**src/rtl/memory_access_stage_pkg.sv**
```systemverilog
// Shared definitions for the memory access stage: op codes, field widths and FSM states.
package memory_access_stage_pkg;

    localparam logic [1:0] MEM_NONE    = 2'b00;
    localparam logic [1:0] MEM_LOAD    = 2'b01;
    localparam logic [1:0] MEM_STORE   = 2'b10;
    localparam logic [1:0] MEM_ILLEGAL = 2'b11;

    localparam int C_W    = 6;
    localparam int T_W    = 7;
    localparam int ADDR_W = 11;

    typedef enum logic {
        IDLE,
        WAIT
    } state_t;

endpackage

```
**src/rtl/memory_access_stage_if.sv**
```systemverilog
// Data-memory req/ready bus between the memory access stage (master) and the memory (slave).
interface memory_access_stage_if
    import memory_access_stage_pkg::*;
#(
    parameter int DATA_W = 16
) ();

    logic              mem_req;
    logic              mem_we;
    logic [ADDR_W-1:0] mem_addr;
    logic [DATA_W-1:0] mem_wdata;
    logic [DATA_W-1:0] mem_rdata;
    logic              mem_ready;

    modport master (
        output mem_req, mem_we, mem_addr, mem_wdata,
        input  mem_rdata, mem_ready
    );

    modport slave (
        input  mem_req, mem_we, mem_addr, mem_wdata,
        output mem_rdata, mem_ready
    );

endinterface

```
**src/rtl/memory_access_stage_timeout_counter.sv**
```systemverilog
// Counts WAIT cycles without mem_ready; expired flags the edge on which the count reaches LIMIT.
module mem_timeout_counter #(
    parameter int LIMIT = 255,
    parameter int CNT_W = 8
) (
    input  logic clock,
    input  logic reset,
    input  logic clear,
    input  logic enable,
    output logic expired
);

    logic [CNT_W-1:0] count;

    always_ff @(posedge clock) begin
        if (reset || clear) begin
            count <= '0;
        end else if (enable) begin
            count <= count + CNT_W'(1);
        end
    end

    assign expired = enable && (count == CNT_W'(LIMIT - 1));

endmodule

```
**src/rtl/memory_access_stage.sv**
```systemverilog
// Stage-6 memory access: runs the M5-selected load/store over a req/ready bus and stalls upstream meanwhile.
// Define MEM_TIMEOUT_EN to abort accesses that wait MEM_TIMEOUT cycles without mem_ready.
module memory_access_stage
    import memory_access_stage_pkg::*;
#(
    parameter int DATA_W      = 16,
    parameter int MEM_TIMEOUT = 255
) (
    input  logic              clock,
    input  logic              reset,
    input  logic [C_W-1:0]    C5,
    input  logic [T_W-1:0]    T5,
    input  logic [ADDR_W-1:0] DATA_ADDR_5,
    input  logic [1:0]        M5,
    input  logic              VALID_5,
    input  logic [DATA_W-1:0] WDATA_5,
    output logic              stall,
    memory_access_stage_if.master mem,
    output logic [C_W-1:0]    C6,
    output logic [T_W-1:0]    T6,
    output logic [DATA_W-1:0] RDATA_6,
    output logic              VALID_6,
    output logic              ERR_6
);

    state_t state, state_next;

    logic           accept_direct;
    logic           accept_mem;
    logic           mem_done;
    logic           mem_abort;
    logic           timeout_expired;
    logic [C_W-1:0] c_lat;
    logic [T_W-1:0] t_lat;

`ifdef MEM_TIMEOUT_EN
    localparam int TO_W = ($clog2(MEM_TIMEOUT + 1) > 8) ? $clog2(MEM_TIMEOUT + 1) : 8;

    mem_timeout_counter #(
        .LIMIT (MEM_TIMEOUT),
        .CNT_W (TO_W)
    ) u_timeout (
        .clock   (clock),
        .reset   (reset),
        .clear   (accept_mem),
        .enable  ((state == WAIT) && !mem.mem_ready),
        .expired (timeout_expired)
    );
`else
    logic unused_timeout_cfg;
    assign unused_timeout_cfg = (MEM_TIMEOUT != 0);
    assign timeout_expired    = 1'b0;
`endif

    always_ff @(posedge clock) begin
        if (reset) begin
            state <= IDLE;
        end else begin
            state <= state_next;
        end
    end

    always_comb begin
        state_next = state;
        case (state)
            IDLE: if (accept_mem) state_next = WAIT;
            WAIT: if (mem_done || mem_abort) state_next = IDLE;
            default: state_next = IDLE;
        endcase
    end

    // Decode this cycle's events; mem_ready wins over a coinciding timeout expiry.
    always_comb begin
        stall         = (state == WAIT);
        accept_direct = 1'b0;
        accept_mem    = 1'b0;
        mem_done      = 1'b0;
        mem_abort     = 1'b0;
        if (state == IDLE && VALID_5) begin
            case (M5)
                MEM_LOAD, MEM_STORE:  accept_mem    = 1'b1;
                MEM_NONE, MEM_ILLEGAL: accept_direct = 1'b1;
                default:              accept_direct = 1'b1;
            endcase
        end
        if (state == WAIT) begin
            mem_done  = mem.mem_ready;
            mem_abort = !mem.mem_ready && timeout_expired;
        end
    end

    always_ff @(posedge clock) begin
        if (reset) begin
            c_lat         <= '0;
            t_lat         <= '0;
            mem.mem_req   <= 1'b0;
            mem.mem_we    <= 1'b0;
            mem.mem_addr  <= '0;
            mem.mem_wdata <= '0;
            C6            <= '0;
            T6            <= '0;
            RDATA_6       <= '0;
            VALID_6       <= 1'b0;
            ERR_6         <= 1'b0;
        end else begin
            VALID_6 <= 1'b0;
            if (accept_direct) begin
                C6      <= C5;
                T6      <= T5;
                RDATA_6 <= '0;
                VALID_6 <= 1'b1;
                ERR_6   <= (M5 == MEM_ILLEGAL);
            end else if (accept_mem) begin
                c_lat         <= C5;
                t_lat         <= T5;
                mem.mem_req   <= 1'b1;
                mem.mem_we    <= (M5 == MEM_STORE);
                mem.mem_addr  <= DATA_ADDR_5;
                mem.mem_wdata <= WDATA_5;
            end else if (mem_done) begin
                C6          <= c_lat;
                T6          <= t_lat;
                RDATA_6     <= mem.mem_we ? '0 : mem.mem_rdata;
                VALID_6     <= 1'b1;
                ERR_6       <= 1'b0;
                mem.mem_req <= 1'b0;
            end else if (mem_abort) begin
                C6          <= c_lat;
                T6          <= t_lat;
                RDATA_6     <= '0;
                VALID_6     <= 1'b1;
                ERR_6       <= 1'b1;
                mem.mem_req <= 1'b0;
            end
        end
    end

endmodule

```
**src/flat_wrapper.sv**
```systemverilog
// flat-port wrapper written by rule: the top's interface ports become plain ports
module memory_access_stage_flat import memory_access_stage_pkg::*;
#(
    parameter int DATA_W      = 16,
    parameter int MEM_TIMEOUT = 255
)
  (clock, reset, C5, T5, DATA_ADDR_5, M5, VALID_5, WDATA_5, stall, C6, T6, RDATA_6, VALID_6, ERR_6, mem_mem_req, mem_mem_we, mem_mem_addr, mem_mem_wdata, mem_mem_rdata, mem_mem_ready);
  memory_access_stage_if #(.DATA_W(DATA_W)) mem_i ();
  input  logic clock;
  input  logic reset;
  input  logic [C_W-1:0] C5;
  input  logic [T_W-1:0] T5;
  input  logic [ADDR_W-1:0] DATA_ADDR_5;
  input  logic [1:0] M5;
  input  logic VALID_5;
  input  logic [DATA_W-1:0] WDATA_5;
  output logic stall;
  output logic [C_W-1:0] C6;
  output logic [T_W-1:0] T6;
  output logic [DATA_W-1:0] RDATA_6;
  output logic VALID_6;
  output logic ERR_6;
  output wire logic [$bits(mem_i.mem_req)-1:0] mem_mem_req;
  output wire logic [$bits(mem_i.mem_we)-1:0] mem_mem_we;
  output wire logic [$bits(mem_i.mem_addr)-1:0] mem_mem_addr;
  output wire logic [$bits(mem_i.mem_wdata)-1:0] mem_mem_wdata;
  input wire logic [$bits(mem_i.mem_rdata)-1:0] mem_mem_rdata;
  input wire logic [$bits(mem_i.mem_ready)-1:0] mem_mem_ready;
  assign mem_mem_req = mem_i.mem_req;
  assign mem_mem_we = mem_i.mem_we;
  assign mem_mem_addr = mem_i.mem_addr;
  assign mem_mem_wdata = mem_i.mem_wdata;
  assign mem_i.mem_rdata = mem_mem_rdata;
  assign mem_i.mem_ready = mem_mem_ready;
  memory_access_stage #(.DATA_W(DATA_W), .MEM_TIMEOUT(MEM_TIMEOUT)) u_core (.clock(clock), .reset(reset), .C5(C5), .T5(T5), .DATA_ADDR_5(DATA_ADDR_5), .M5(M5), .VALID_5(VALID_5), .WDATA_5(WDATA_5), .stall(stall), .mem(mem_i), .C6(C6), .T6(T6), .RDATA_6(RDATA_6), .VALID_6(VALID_6), .ERR_6(ERR_6));
endmodule
```
**config.mk**
```make
export PLATFORM = sky130hd
export DESIGN_NAME = memory_access_stage_flat
export DESIGN_NICKNAME = d
export VERILOG_FILES = /design/src/rtl/memory_access_stage_pkg.sv /design/src/rtl/memory_access_stage_if.sv /design/src/rtl/memory_access_stage_timeout_counter.sv /design/src/rtl/memory_access_stage.sv /design/src/flat_wrapper.sv
export SDC_FILE = /design/constraint.sdc
export NUM_CORES = 1
export LEC_CHECK = 0
export BUFFER_PORTS_ARGS = -buffer_cell sky130_fd_sc_hd__buf_4
export CORE_ASPECT_RATIO = 0.8
export CORE_MARGIN = 1
export CORE_UTILIZATION = 52
export CTS_BUF_LIST = sky130_fd_sc_hd__clkbuf_4 sky130_fd_sc_hd__clkbuf_8
export CTS_CLUSTER_DIAMETER = 80
export DETAILED_ROUTE_END_ITERATION = 12
export GPL_TIMING_DRIVEN = 0
export HOLD_SLACK_MARGIN = 0.03
export MAX_ROUTING_LAYER = met4
export PLACE_DENSITY = 0.87
export SYNTH_ARGS = -nofsm -noshare
export SYNTH_HDL_FRONTEND = slang
export SYNTH_SLANG_ARGS = --single-unit
```
**constraint.sdc**
```tcl
create_clock -name clock -period 3.35 [get_ports clock]
set_clock_uncertainty 0.1 [all_clocks]
set_input_delay 0.67 -clock clock [delete_from_list [all_inputs] [get_ports clock]]
set_output_delay 0.67 -clock clock [all_outputs]
set_load 0.02 [all_outputs]
```
### Word level (Yosys, flattened, before mapping)

Index checks and enable logic that the tools add are counted.

| word-level totals | value |
|---|---|
| bits in latches | 0 |
| memories kept | 0 |
| register bits after elaboration | 74 |
| word-level logic and storage cells | 52 |
| input bits | 62 |
| output and inout bits | 61 |
| RAM bits | 0 |
| memory bits (read-only) | 0 |

| cells by class | value |
|---|---|
| shift-type cells | 0 |
| $mul | 0 |
| magnitude comparators | 0 |
| bitwise gates (word level) | 3 |
| add/sub/neg operators | 0 |
| divide/modulo/power cells | 0 |
| multiplexer cells | 22 |
| reductions and logical operators | 11 |
| equality and inequality tests | 4 |

Operator list:

| operator | count |
|---|---|
| 7-bit two-way mux | 3 |
| 6-bit two-way mux | 3 |
| 16-bit two-way mux | 1 |
| 1-bit two-way mux | 14 |
| 2-bit AND reduction | 4 |
| 2-bit OR reduction | 3 |
| 2-bit == test (second input constant) | 2 |
| 2-bit nonzero test | 2 |
| 1-bit inverter | 3 |
| 2-bit by 1-bit == test with 1-bit output (second input constant) | 1 |
| 2-bit zero test | 1 |
| 2-bit by 1-bit inequality test with 1-bit output (second input constant) | 1 |
| 1-bit one-hot mux with 2 select lines | 1 |
| 1-bit logical AND | 1 |

### Logic depth before layout (Yosys ltp)

Gate-level depths: netlist (run 1).

| depth | value |
|---|---|
| depth in word-level cells | 6 |
| gate-level depth with buffers | 7 |
| depth with buffers taken out | 5 |

### Least setup slack after synthesis (run 1)

OpenSTA, ideal clock, no wires.

| path | value |
|---|---|
| path type | in2reg |
| from | input M5[0] |
| to | register u_core.mem.mem_wdata[10] |
| arrival time | 1.769 ns |
| stages on the path | 7 |
| setup time | 0.132 ns |
| buffers on the path | 2 |
| required time | 3.118 ns |
| setup slack | 1.349 ns |
| path through | inv_1 -> ha_1 -> or3b_1 -> buf_2 -> buf_6 -> nand2_1 -> a21oi_1 |

| between the ends | value |
|---|---|
| longest elaborated chain between the ends | 6 |
| elaborated cells between the ends (all ways) | 12 |
| those cells by class | eq/ne: 3; mux: 4; bitwise: 1; reduce/logical: 4 |

Ends and longest elaborated chain:

| item | RTL line | source |
|---|---|---|
| start, declared | flat_wrapper.sv:14 | `input logic [1:0] M5;` |
| 2-bit == test or 2-bit zero test (tied branches) | memory_access_stage.sv:80 | `case (M5)` |
| 2-bit OR reduction | memory_access_stage.sv:80 |  |
| 1-bit two-way mux | memory_access_stage.sv:80 |  |
| 1-bit two-way mux | memory_access_stage.sv:79 | `if (state == IDLE && VALID_5) begin` |
| 1-bit inverter (no source line) | n/a |  |
| 2-bit AND reduction (no source line) (*) | n/a |  |
| end signal, assigned | memory_access_stage.sv:99 | `mem.mem_wdata <= '0;` |
| end signal, assigned | memory_access_stage.sv:119 | `mem.mem_wdata <= WDATA_5;` |
| end, declared | memory_access_stage_if.sv:16 | `output mem_req, mem_we, mem_addr, mem_wdata,` |

Every way passes the cells marked *; elsewhere a longest branch is shown, timed or not.
A chain may end at the register's enable or synchronous reset.

### Final worst setup path (run 1)

| path | value |
|---|---|
| from | input M5[0] |
| to | register u_core.c_lat[5] |

| between the ends | value |
|---|---|
| longest elaborated chain between the ends | 6 |
| elaborated cells between the ends (all ways) | 12 |
| those cells by class | eq/ne: 3; mux: 4; bitwise: 1; reduce/logical: 4 |

Ends and longest elaborated chain:

| item | RTL line | source |
|---|---|---|
| 2-bit == test or 2-bit zero test (tied branches) | memory_access_stage.sv:80 |  |
| 2-bit OR reduction | memory_access_stage.sv:80 |  |
| 1-bit two-way mux | memory_access_stage.sv:80 |  |
| 1-bit two-way mux | memory_access_stage.sv:79 |  |
| 1-bit inverter (no source line) | n/a |  |
| 2-bit AND reduction (no source line) (*) | n/a |  |
| end signal, assigned | memory_access_stage.sv:94 | `c_lat <= '0;` |
| end signal, assigned | memory_access_stage.sv:114 | `c_lat <= C5;` |
| end, declared | memory_access_stage.sv:33 | `logic [C_W-1:0] c_lat;` |

Marked as above.

==> results.cfg, run 1 <==
[route]
antenna_left = 0
vias = 2806
drc = 20
drt_iter0_drc = 166
drt-total-wl_microns = 7421
vias_per_cell = 5.187
first_pass_iters = 8
wl_per_cell_microns = 13.72

[final_layout]
fillCellCount = 349
diodes = 0
areaGrowthSynthToFinish_pct = 43.45
fin_cells = 541
drive_above_1_share = 0.3319
nNetsFinal = 538

[placement]
io_buffers = 122
gp_congestion = 0.7999
dp.cells = 525
hpwl_microns = 5203

[logic_synthesis]
synth_area_sq_mm = 0.002799
synth_cell_types = 21
synth_nets = 405
yosysSeqAreaShare = 0.5293
syn-instance-count = 341
ys_ff_latch = 74
syn-mean-instance-area_sq_um = 8.208
synth-warning-count = 0

[critical_path]
arrival_ps = 2030
cp-start-kind = primary input
crit_path_top_delay_cell = nor3b_2
crit_path_end_kind = register
timing.critical_path.fanout_max = 10
r2r_start = u_core.stall$_SDFF_PP0_
critical_path_class = in -> reg
max_stage_delay_ps = 360
path_buf_inv = 3
crit_chain = buf_4, inv_1, ha_1, nor3b_2, buf_2, nand2_1, a21oi_1
cp.required_ps = 3530
crit_family = simple AND/OR/NAND/NOR gates
r2r_slack_ps = 1880
reg2reg_depth = 4
reg2reg_to = u_core.c_lat[5]$_SDFFE_PP0P_

[cts]
cts_hold_buffers = 0
post_cts_buffers = 0
cts_buffer_depth = 2
clock-sinks = 74
clk_pin_slew_ps = 70
cts_tree = yes
cts_root_buffer = clkbuf_8
clk_latency_ps = 350
htree_levels = 3
cts-resized-gates = 0
cts_buffers = 9

[floorplan]
die_area_sq_mm = 0.005682
core_area_sq_mm = 0.005094
rows = 23
die_h_microns = 67.62
io_pins = 123
start_util = 0.5495
die_x_microns = 84.03

[timing]
slew_viol_final = 0
tns_ps = 0
setup_violations = 0
hold_violations = 0
worstMarginPinSlew_ps = 556.2
rsz0062_at_grt = false
max_slew_margin = 0.6292
fin_crit_sh = 0.5545
fmax_ghz = 0.5383
fin_crit_ps = 1858

[pwr]
leakagePower_nw = 1.719
power_density_mw_per_mm2 = 515.0
vdd_drop_max_uv = 361.9

[min_path]
whs_endpoint = u_core.RDATA_6[10]$_SDFFE_PP0P_
holdPathStages = 2
hp-class = reg -> reg
worstHoldStart = u_core.RDATA_6[10]$_SDFFE_PP0P_

[run_status]
violations = DRC
outcome = finished, violations left

[global_route]
grt.total_usage = 0.2755
antenna_found_initial = 0
gr-total-overflow = 0
grt_pass1_wl_microns = 11640
grt_pass1_vias = 2555
grt_max_degree = 13

[flow_run]
drv.max_cap_violation_count = 0
where the power goes:
group,internal (W),switching [W]
clock,0.000445,0.000329
combinational,0.000154,0.000183
sequential,0.000929,0.0000272
total,0.00153,0.000540
sequential cells by signal, indices dropped and copies added (netlist names), 6 cells and up:
signal / cells
u_core.C6: 6
u_core.mem.mem_wdata: 16
u_core.t_lat: 7
u_core.c_lat: 6
u_core.RDATA_6: 16
u_core.mem.mem_addr: 11
u_core.T6: 7
layout make-up:
class / count / area, sq um / area share
clock inverters: 5 / 77.57 / 0.01932
repair buffers: 122 / 915.9 / 0.2281
inverters: 1 / 3.754 / 0.0009349
multi-input cells: 240 / 1159 / 0.2886
clock buffers: 11 / 145.1 / 0.03615
plain buffers: 26 / 155.1 / 0.03864
well taps: 62 / 77.57 / 0.01932
flip-flops and latches: 74 / 1481 / 0.3690
through the flow:
stage / hold WS, ps / power [W] / area [sq um] / util / setup slack, ps
CTS: 353.7 / 0.002080 / 4015 / 0.7883 / 1481
floorplan: 336.6 / 0.001150 / 2799 / - / 1349
finish: 353.5 / 0.002068 / 4015 / 0.7883 / 1492
global placement: 339.0 / 0.001303 / 3792 / 0.7445 / 1179
global route: 372.4 / 0.002149 / 4015 / 0.7883 / 1324
detailed placement: 343.4 / 0.001312 / 3792 / 0.7445 / 1119
layout by cell type (no fill, tap or decap):
cell type / synthesis / layout
buf_6: 4 / 4
ha_1: 2 / 2
nand3b_2: 1 / 1
bufinv_16: 0 / 2
buf_2: 10 / 10
nand2b_1: 2 / 2
and3b_1: 1 / 1
a311oi_1: 10 / 10
a21oi_2: 1 / 1
buf_4: 4 / 126
a21oi_1: 63 / 63
nand2_1: 123 / 123
dfxtp_1: 74 / 74
and2_1: 1 / 1
clkinv_2: 0 / 2
clkbuf_1: 8 / 8
a211oi_1: 3 / 3
nand3_1: 1 / 1
nor3b_2: 1 / 1
clkbuf_8: 0 / 10
nor2_1: 14 / 14
nand3b_1: 16 / 16
clkinvlp_4: 0 / 1
inv_1: 1 / 1
or3b_1: 1 / 1
clkbuf_4: 0 / 1
cell usage after synthesis:
master,count,area (sq um)
a211oi_1,3,22.52
a21oi_1,63,315.3
nand3b_2,1,11.26
buf_2,10,50.05
or3b_1,1,8.760
clkbuf_1,8,30.03
buf_6,4,45.04
buf_4,4,30.03
nand2b_1,2,12.51
and2_1,1,6.260
nor2_1,14,52.55
ha_1,2,25.02
nand3b_1,16,120.1
nand3_1,1,5.000
and3b_1,1,8.760
nor3b_2,1,12.51
nand2_1,123,461.7
inv_1,1,3.750
a21oi_2,1,8.760
dfxtp_1,74,1481
a311oi_1,10,87.58
per-layer routing:
metal	up-vias	GRT usage	part of all wire	wire length (microns)
met5	-	-	0	0
met4	0	0.09267	0.012	86
met3	10	0.1039	0.088	655
met2	123	0.4477	0.46	3436
met1	1282	0.3185	0.44	3243
li1	1391	-	-	-
worst min-delay path, cell delays in order (launching register included):
cell and delay [ps]:
dfxtp_1 310, nand2_1 50, a21oi_1 50
cells by family (layout without fill, tap and decap cells):
kind of cell	count (synthesis)	after routing	share of synthesized area
and+or+nand+nor	161	161	0.2499
DFF	74	74	0.5293
buffers and inverters	27	165	0.05677
adders and majority gates	2	2	0.008939
AOI/OAI and AO/OA	77	77	0.1551
how the worst max path moves through the flow:
stage                     slack (ps)  startpoint                                    end  cells past startpoint
after floorplan                 1350       M5[0]  u_core.mem.mem_wdata[10]$_SDFFE_PP0P_                      7
after global placement          1180       M5[0]         u_core.mem.mem_we$_SDFFE_PP0P_                      8
after detailed placement        1120       M5[0]           u_core.c_lat[5]$_SDFFE_PP0P_                      7
after CTS                       1480       M5[0]           u_core.c_lat[5]$_SDFFE_PP0P_                      7
after global routing            1320       M5[0]           u_core.t_lat[4]$_SDFFE_PP0P_                      7
final                           1490       M5[0]           u_core.c_lat[5]$_SDFFE_PP0P_                      7
(Power assumes the default switching activity.)
==> run 2: changes to the inputs <==
--- a/config.mk
+++ b/config.mk
@@ -5,17 +5,18 @@
 export SDC_FILE = /design/constraint.sdc
 export NUM_CORES = 1
 export LEC_CHECK = 0
+export ABC_AREA = 1
 export BUFFER_PORTS_ARGS = -buffer_cell sky130_fd_sc_hd__buf_4
 export CORE_ASPECT_RATIO = 0.8
 export CORE_MARGIN = 1
-export CORE_UTILIZATION = 52
+export CORE_UTILIZATION = 50
 export CTS_BUF_LIST = sky130_fd_sc_hd__clkbuf_4 sky130_fd_sc_hd__clkbuf_8
 export CTS_CLUSTER_DIAMETER = 80
 export DETAILED_ROUTE_END_ITERATION = 12
 export GPL_TIMING_DRIVEN = 0
 export HOLD_SLACK_MARGIN = 0.03
 export MAX_ROUTING_LAYER = met4
-export PLACE_DENSITY = 0.87
+export PLACE_DENSITY = 0.82
 export SYNTH_ARGS = -nofsm -noshare
 export SYNTH_HDL_FRONTEND = slang
 export SYNTH_SLANG_ARGS = --single-unit
==> constraint.sdc (replaced) <==
create_clock -name clock -period 1.75 [get_ports clock]
set_clock_uncertainty 0.1 [all_clocks]
set_input_delay 0.35 -clock clock [delete_from_list [all_inputs] [get_ports clock]]
set_output_delay 0.35 -clock clock [all_outputs]
set_load 0.02 [all_outputs]
==> run 2 against run 1 <==
Against the previous run: the flow now finishes without violations; first-iteration DRC count fell by 4.2%; via count up 18%; total power is 110% higher; non-clock buffer count rose by 2; cell count grew 26%; largest cell class unchanged; highest routed layer unchanged.
==> results.cfg, run 2 <==
[run_status]
outcome = finished, final reports clean

[floorplan]
die_area_sq_mm = 0.006599
die_x_microns = 90.57
core_area_sq_mm = 0.005974
io_pins = 123
start_util = 0.5252
rows = 25
die_h_microns = 72.86

[pwr]
finalPower_w = 0.004325
clkPwrFrac = 0.370
swShare = 0.2735
power_switching_w = 0.001183
p_int_w = 0.003142
power_density_mw_per_mm2 = 987.1
vdd_drop_max_uv = 586.7
p_seq_frac = 0.435
leakagePower_nw = 2.285
combinationalPowerShare = 0.196

[global_route]
grt_use_met1 = 0.3150
grt_pass1_wl_microns = 13800
met3_usage = 0.07708
gr-total-overflow = 0
grt_max_degree = 13
grt-busiest-layer = met2
grt_pass1_vias = 3195
grt.total_usage = 0.2716
antenna_found_initial = 0
grtUsageMet2 = 0.4537

[timing]
setup_violations = 0
fmax_ghz = 0.6519
setup_ws_ps = 216.1
worstMarginPinSlew_ps = 474.5
hold_violations = 0
fin_crit_sh = 0.8765
rsz0062_at_grt = false
fin_crit_ps = 1534
slew_viol_final = 0
max_slew_margin = 0.6837

[final_layout]
design_area_sq_mm = 0.004382
drive_above_1_share = 0.2575
top_regs = u_core.RDATA_6 x16, u_core.mem.mem_wdata x16, u_core.mem.mem_addr x11
diodes = 0
final_common_cell = nand2_1
final_cell_mix = nand2_1 (127), buf_4 (124), nor2_1 (82), dfxtp_1 (74), inv_1 (54)
fin_util = 0.7334
fillCellCount = 509
areaGrowthSynthToFinish_pct = 39.63
nNetsFinal = 661
multi_input_area_sq_mm = 0.001296
seqCellArea_sq_mm = 0.001481

[route]
first_pass_iters = 4
wl_per_cell_microns = 12.23
vias = 3324
antenna_left = 0
drt-total-wl_microns = 8351
vias_per_cell = 4.867
drt_iter0_drc = 159
drc = 0

[logic_synthesis]
synth_area_leaders = dfxtp_1 (47%), nand2_1 (15%), nor2_1 (9.8%)
synth_cell_types = 17
yosysSeqAreaShare = 0.4721
synth_top_flop_cell = dfxtp_1
synth_nets = 530
synth.most_common_cell = nand2_1
synth_common_cells = nand2_1 (127), nor2_1 (82), dfxtp_1 (74), inv_1 (54), nand3_1 (44)
synth-warning-count = 0
synth_area_sq_mm = 0.003138
ys_ff_latch = 74
syn-instance-count = 466
ys_async_sr_fraction = 0
syn-mean-instance-area_sq_um = 6.734
synth_edf_count = 0
yosys.area.top_type = dfxtp_1
synth_top_area_share = 0.4721

[placement]
gp_congestion = 0.8534
place_ws_ps = -102.3
hpwl_microns = 6225
io_buffers = 120
dpl_cell_area_sq_mm = 0.004140

[cts]
post_cts_buffers = 0
cts_buffer_depth = 2
htree_levels = 3
cts_hold_buffers = 0
clk_latency_ps = 350
clock-sinks = 74
cts-resized-gates = 0
cts_buffers = 9
cts_tree = yes
cts_root_buffer = clkbuf_8
clk_pin_slew_ps = 80

[critical_path]
reg2reg_depth = 5
crit_path_end_kind = register
timing.critical_path.fanout_max = 10
cp-start-kind = register
critical_path_class = reg -> reg
arrival_ps = 1700
cp.required_ps = 1920

[min_path]
holdPathStages = 3
hp-class = in -> reg

[flow_run]
drv.max_cap_violation_count = 0
run 2: cell types whose count changed in the layout (fill, tap and decap cells not counted), sizes merged, moves of 2 or more:
| cell | previous run | this run |
|---|---|---|
| nand4 | 0 | 14 |
| clkbuf | 19 | 25 |
| nand3 | 1 | 44 |
| nor2 | 14 | 82 |
| a311oi | 10 | 0 |
| buf | 140 | 136 |
| a211oi | 3 | 0 |
| a21oi | 64 | 33 |
| nand3b | 17 | 1 |
| nand2b | 2 | 0 |
| nand2 | 123 | 127 |
| inv | 1 | 56 |
run 2: cells by family after synthesis:
logic type | Yosys count | share of synthesized area
DFF | 74 | 0.4721
and+or+nand+nor | 269 | 0.3525
buffers and inverters | 88 | 0.1148
AOI/OAI and AO/OA | 33 | 0.05263
adders and majority gates | 2 | 0.007973
run 2: layout make-up:
type                            count  share of cell area
Buffer                             30             0.03255
Clock buffer                       11             0.03170
Clock inverter                      5             0.02342
Inverter                           58             0.04969
Multi-Input combinational cell    304              0.2958
Sequential cell                    74              0.3381
Tap cell                           81             0.02313
Timing Repair Buffer              120              0.2056
run 2: routing by layer:
layer | part of all wire | wire, microns | up-vias
met4 | 0.013 | 110 | 0
met1 | 0.44 | 3691 | 1515
met3 | 0.059 | 495 | 10
met5 | 0 | 0 | -
li1 | - | - | 1698
met2 | 0.49 | 4052 | 101
run 2: power groups by stage:
stage	Clock, W	Combinational, W	Sequential [W]
2_1_floorplan	0	0.000366	0.00203
3_3_place_gp	0	0.000818	0.00191
3_5_place_dp	0	0.000841	0.00192
4_1_cts	0.00162	0.000847	0.00188
5_1_grt	0.00169	0.000935	0.00189
6_report	0.00160	0.000847	0.00188
run 2: metrics by stage:
step / hold WS [ps] / instances / TNS (ps)
final: 109.5 / 683 / 0
after global routing: 106.6 / 683 / 0
after CTS: 103.4 / 683 / 0
after detailed placement: 358.5 / 667 / -2968
after global placement: 354.7 / 667 / -1882
after floorplan: 384.9 / 466 / 0
run 2: worst max-delay path, cell delays in order, from the launching register on:
cell	delay (ps)
dfxtp_1	450
nand2_1	200
inv_2	160
buf_2	230
nand3_1	110
a21oi_1	200
run 2: final timing paths:
path / from / end / slack, ps
min reg2reg: u_core.RDATA_6[9]$_SDFFE_PP0P_ / u_core.RDATA_6[9]$_SDFFE_PP0P_ / 370
max: u_core.stall$_SDFF_PP0_ / u_core.RDATA_6[6]$_SDFFE_PP0P_ / 220
min: DATA_ADDR_5[10] / u_core.mem.mem_addr[10]$_SDFFE_PP0P_ / 110
max reg2reg: u_core.stall$_SDFF_PP0_ / u_core.RDATA_6[6]$_SDFFE_PP0P_ / 220
==> run 3: changes to the inputs <==
--- a/config.mk
+++ b/config.mk
@@ -7,16 +7,15 @@
 export LEC_CHECK = 0
 export ABC_AREA = 1
 export BUFFER_PORTS_ARGS = -buffer_cell sky130_fd_sc_hd__buf_4
-export CORE_ASPECT_RATIO = 0.8
 export CORE_MARGIN = 1
-export CORE_UTILIZATION = 50
+export CORE_UTILIZATION = 54
 export CTS_BUF_LIST = sky130_fd_sc_hd__clkbuf_4 sky130_fd_sc_hd__clkbuf_8
 export CTS_CLUSTER_DIAMETER = 80
 export DETAILED_ROUTE_END_ITERATION = 12
 export GPL_TIMING_DRIVEN = 0
 export HOLD_SLACK_MARGIN = 0.03
 export MAX_ROUTING_LAYER = met4
-export PLACE_DENSITY = 0.82
+export PLACE_DENSITY = 0.87
 export SYNTH_ARGS = -nofsm -noshare
 export SYNTH_HDL_FRONTEND = slang
 export SYNTH_SLANG_ARGS = --single-unit
==> constraint.sdc (replaced) <==
create_clock -name clock -period 2 [get_ports clock]
set_clock_uncertainty 0.1 [all_clocks]
set_input_delay 0.4 -clock clock [delete_from_list [all_inputs] [get_ports clock]]
set_output_delay 0.4 -clock clock [all_outputs]
set_load 0.02 [all_outputs]
==> run 3 against run 2 <==
Against the previous run: cell count fell by 1.6%; via count decreased by 1.6%; global-route usage rose by 0.67 points; sequential cell count unchanged; sequential share of layout area rose by 0.59 points; design area shrank 1.7%; largest cell class unchanged; register-to-register slack improved by 280 ps.
==> results.cfg, run 3 (synthesized netlist as in run 2, its figures left out) <==
[critical_path]
cp-start-kind = primary input
timing.critical_path.fanout_max = 10
reg2reg_depth = 7
arrival_ps = 1690
r2r_slack_ps = 500
r2r_start = u_core.stall$_SDFF_PP0_
cp.required_ps = 2130
crit_path_end_kind = register
critical_path_class = in -> reg
reg2reg_to = u_core.mem.mem_addr[8]$_SDFFE_PP0P_

[final_layout]
final_cell_mix = nand2_1 (127), buf_4 (124), nor2_1 (82), dfxtp_1 (74), inv_1 (54)
diodes = 0
final_common_cell = nand2_1
design_area_sq_mm = 0.004307
multi_input_area_sq_mm = 0.001296
fin_util = 0.7773
top_regs = u_core.RDATA_6 x16, u_core.mem.mem_wdata x16, u_core.mem.mem_addr x11
fillCellCount = 451
seqCellArea_sq_mm = 0.001481
nNetsFinal = 661
drive_above_1_share = 0.2550
areaGrowthSynthToFinish_pct = 37.24
fin_cells = 672

[cts]
post_cts_buffers = 0
cts_root_buffer = clkbuf_8
clock-sinks = 74
clk_pin_slew_ps = 70
cts_buffer_depth = 2
clk_latency_ps = 340
cts-resized-gates = 0
htree_levels = 3
cts_buffers = 9
cts_hold_buffers = 0
cts_tree = yes

[timing]
setup_ws_ps = 442.3
worstMarginPinSlew_ps = 470.7
fmax_ghz = 0.6420
max_slew_margin = 0.6862
slew_viol_final = 0
fin_crit_ps = 1558
rsz0062_at_grt = false
setup_violations = 0
tns_ps = 0
fin_crit_sh = 0.7789
hold_violations = 0

[global_route]
grt_pass1_wl_microns = 13080
grt_pass1_vias = 3005
grt.total_usage = 0.2783
antenna_found_initial = 0
gr-total-overflow = 0
grt_max_degree = 12

[placement]
hpwl_microns = 5928
place_ws_ps = 120.4
dpl_cell_area_sq_mm = 0.004129
dp.cells = 658
gp_congestion = 0.9127
io_buffers = 120

[floorplan]
start_util = 0.5664
die_h_microns = 78.23
rows = 27
die_x_microns = 78.23
core_area_sq_mm = 0.005540
io_pins = 123
die_area_sq_mm = 0.006120

[min_path]
holdPathStages = 3
whs_endpoint = u_core.mem.mem_addr[1]$_SDFFE_PP0P_
worstHoldStart = DATA_ADDR_5[1]
hp-class = in -> reg

[pwr]
vdd_drop_max_uv = 509.7
power_density_mw_per_mm2 = 797.6
leakagePower_nw = 2.255

[run_status]
outcome = finished, final reports clean

[route]
wl_per_cell_microns = 12.10
first_pass_iters = 4
antenna_left = 0
drc = 0
vias = 3271
drt-total-wl_microns = 8128
drt_iter0_drc = 299
vias_per_cell = 4.868

[flow_run]
drv.max_cap_violation_count = 0
==> run 3: cell types whose count changed in the layout (fill, tap and decap cells not counted) <==
cell,change
bufinv_16,-3
clkbuf_4,-2
clkbuf_8,+3
==> run 3: worst max-delay path by stage <==
stage | from | endpoint | slack [ps] | cells past startpoint
after floorplan | M5[0] | u_core.mem.mem_wdata[10]$_SDFFE_PP0P_ | 380 | 7
after global placement | M5[0] | u_core.mem.mem_we$_SDFFE_PP0P_ | 120 | 8
after detailed placement | M5[0] | u_core.mem.mem_wdata[11]$_SDFFE_PP0P_ | 120 | 8
after CTS | M5[0] | u_core.mem.mem_addr[7]$_SDFFE_PP0P_ | 470 | 9
after global routing | M5[0] | u_core.mem.mem_addr[0]$_SDFFE_PP0P_ | 330 | 9
final | M5[0] | u_core.mem.mem_wdata[11]$_SDFFE_PP0P_ | 440 | 8
==> run 3: cell type report <==
class | count | area share
repair buffers | 120 | 0.2092
inverters | 58 | 0.05055
clock buffers | 12 | 0.03835
flip-flops and latches | 74 | 0.3440
well taps | 72 | 0.02092
plain buffers | 30 | 0.03312
multi-input cells | 304 | 0.3010
clock inverters | 2 | 0.002905
==> run 3: layer usage <==
layer,track usage,share of wire
met1,0.3199,0.42
met2,0.4711,0.50
met3,0.07326,0.067
met4,0.09259,0.015
met5,-,0
==> run 3: through the flow <==
stage	hold WS [ps]	power [W]
final	178.2	0.003435
after detailed placement	356.0	0.002412
after global placement	353.0	0.002389
after global routing	179.5	0.003599
after floorplan	389.0	0.002095
after CTS	169.7	0.003450
==> run 3: worst max-delay path, cell delays in order <==
cell	delay, ps
buf_4	90
inv_1	40
ha_1	360
nand3b_1	230
buf_4	190
buf_2	190
nor2_1	110
nor2_1	60
==> run 3: report_power, final <==
group	total (W)	internal, W	switching, W
Clock	0.00105	0.000537	0.000513
Combinational	0.000742	0.000311	0.000431
Sequential	0.00164	0.00158	0.0000591
Total	0.00344	0.00243	0.00100
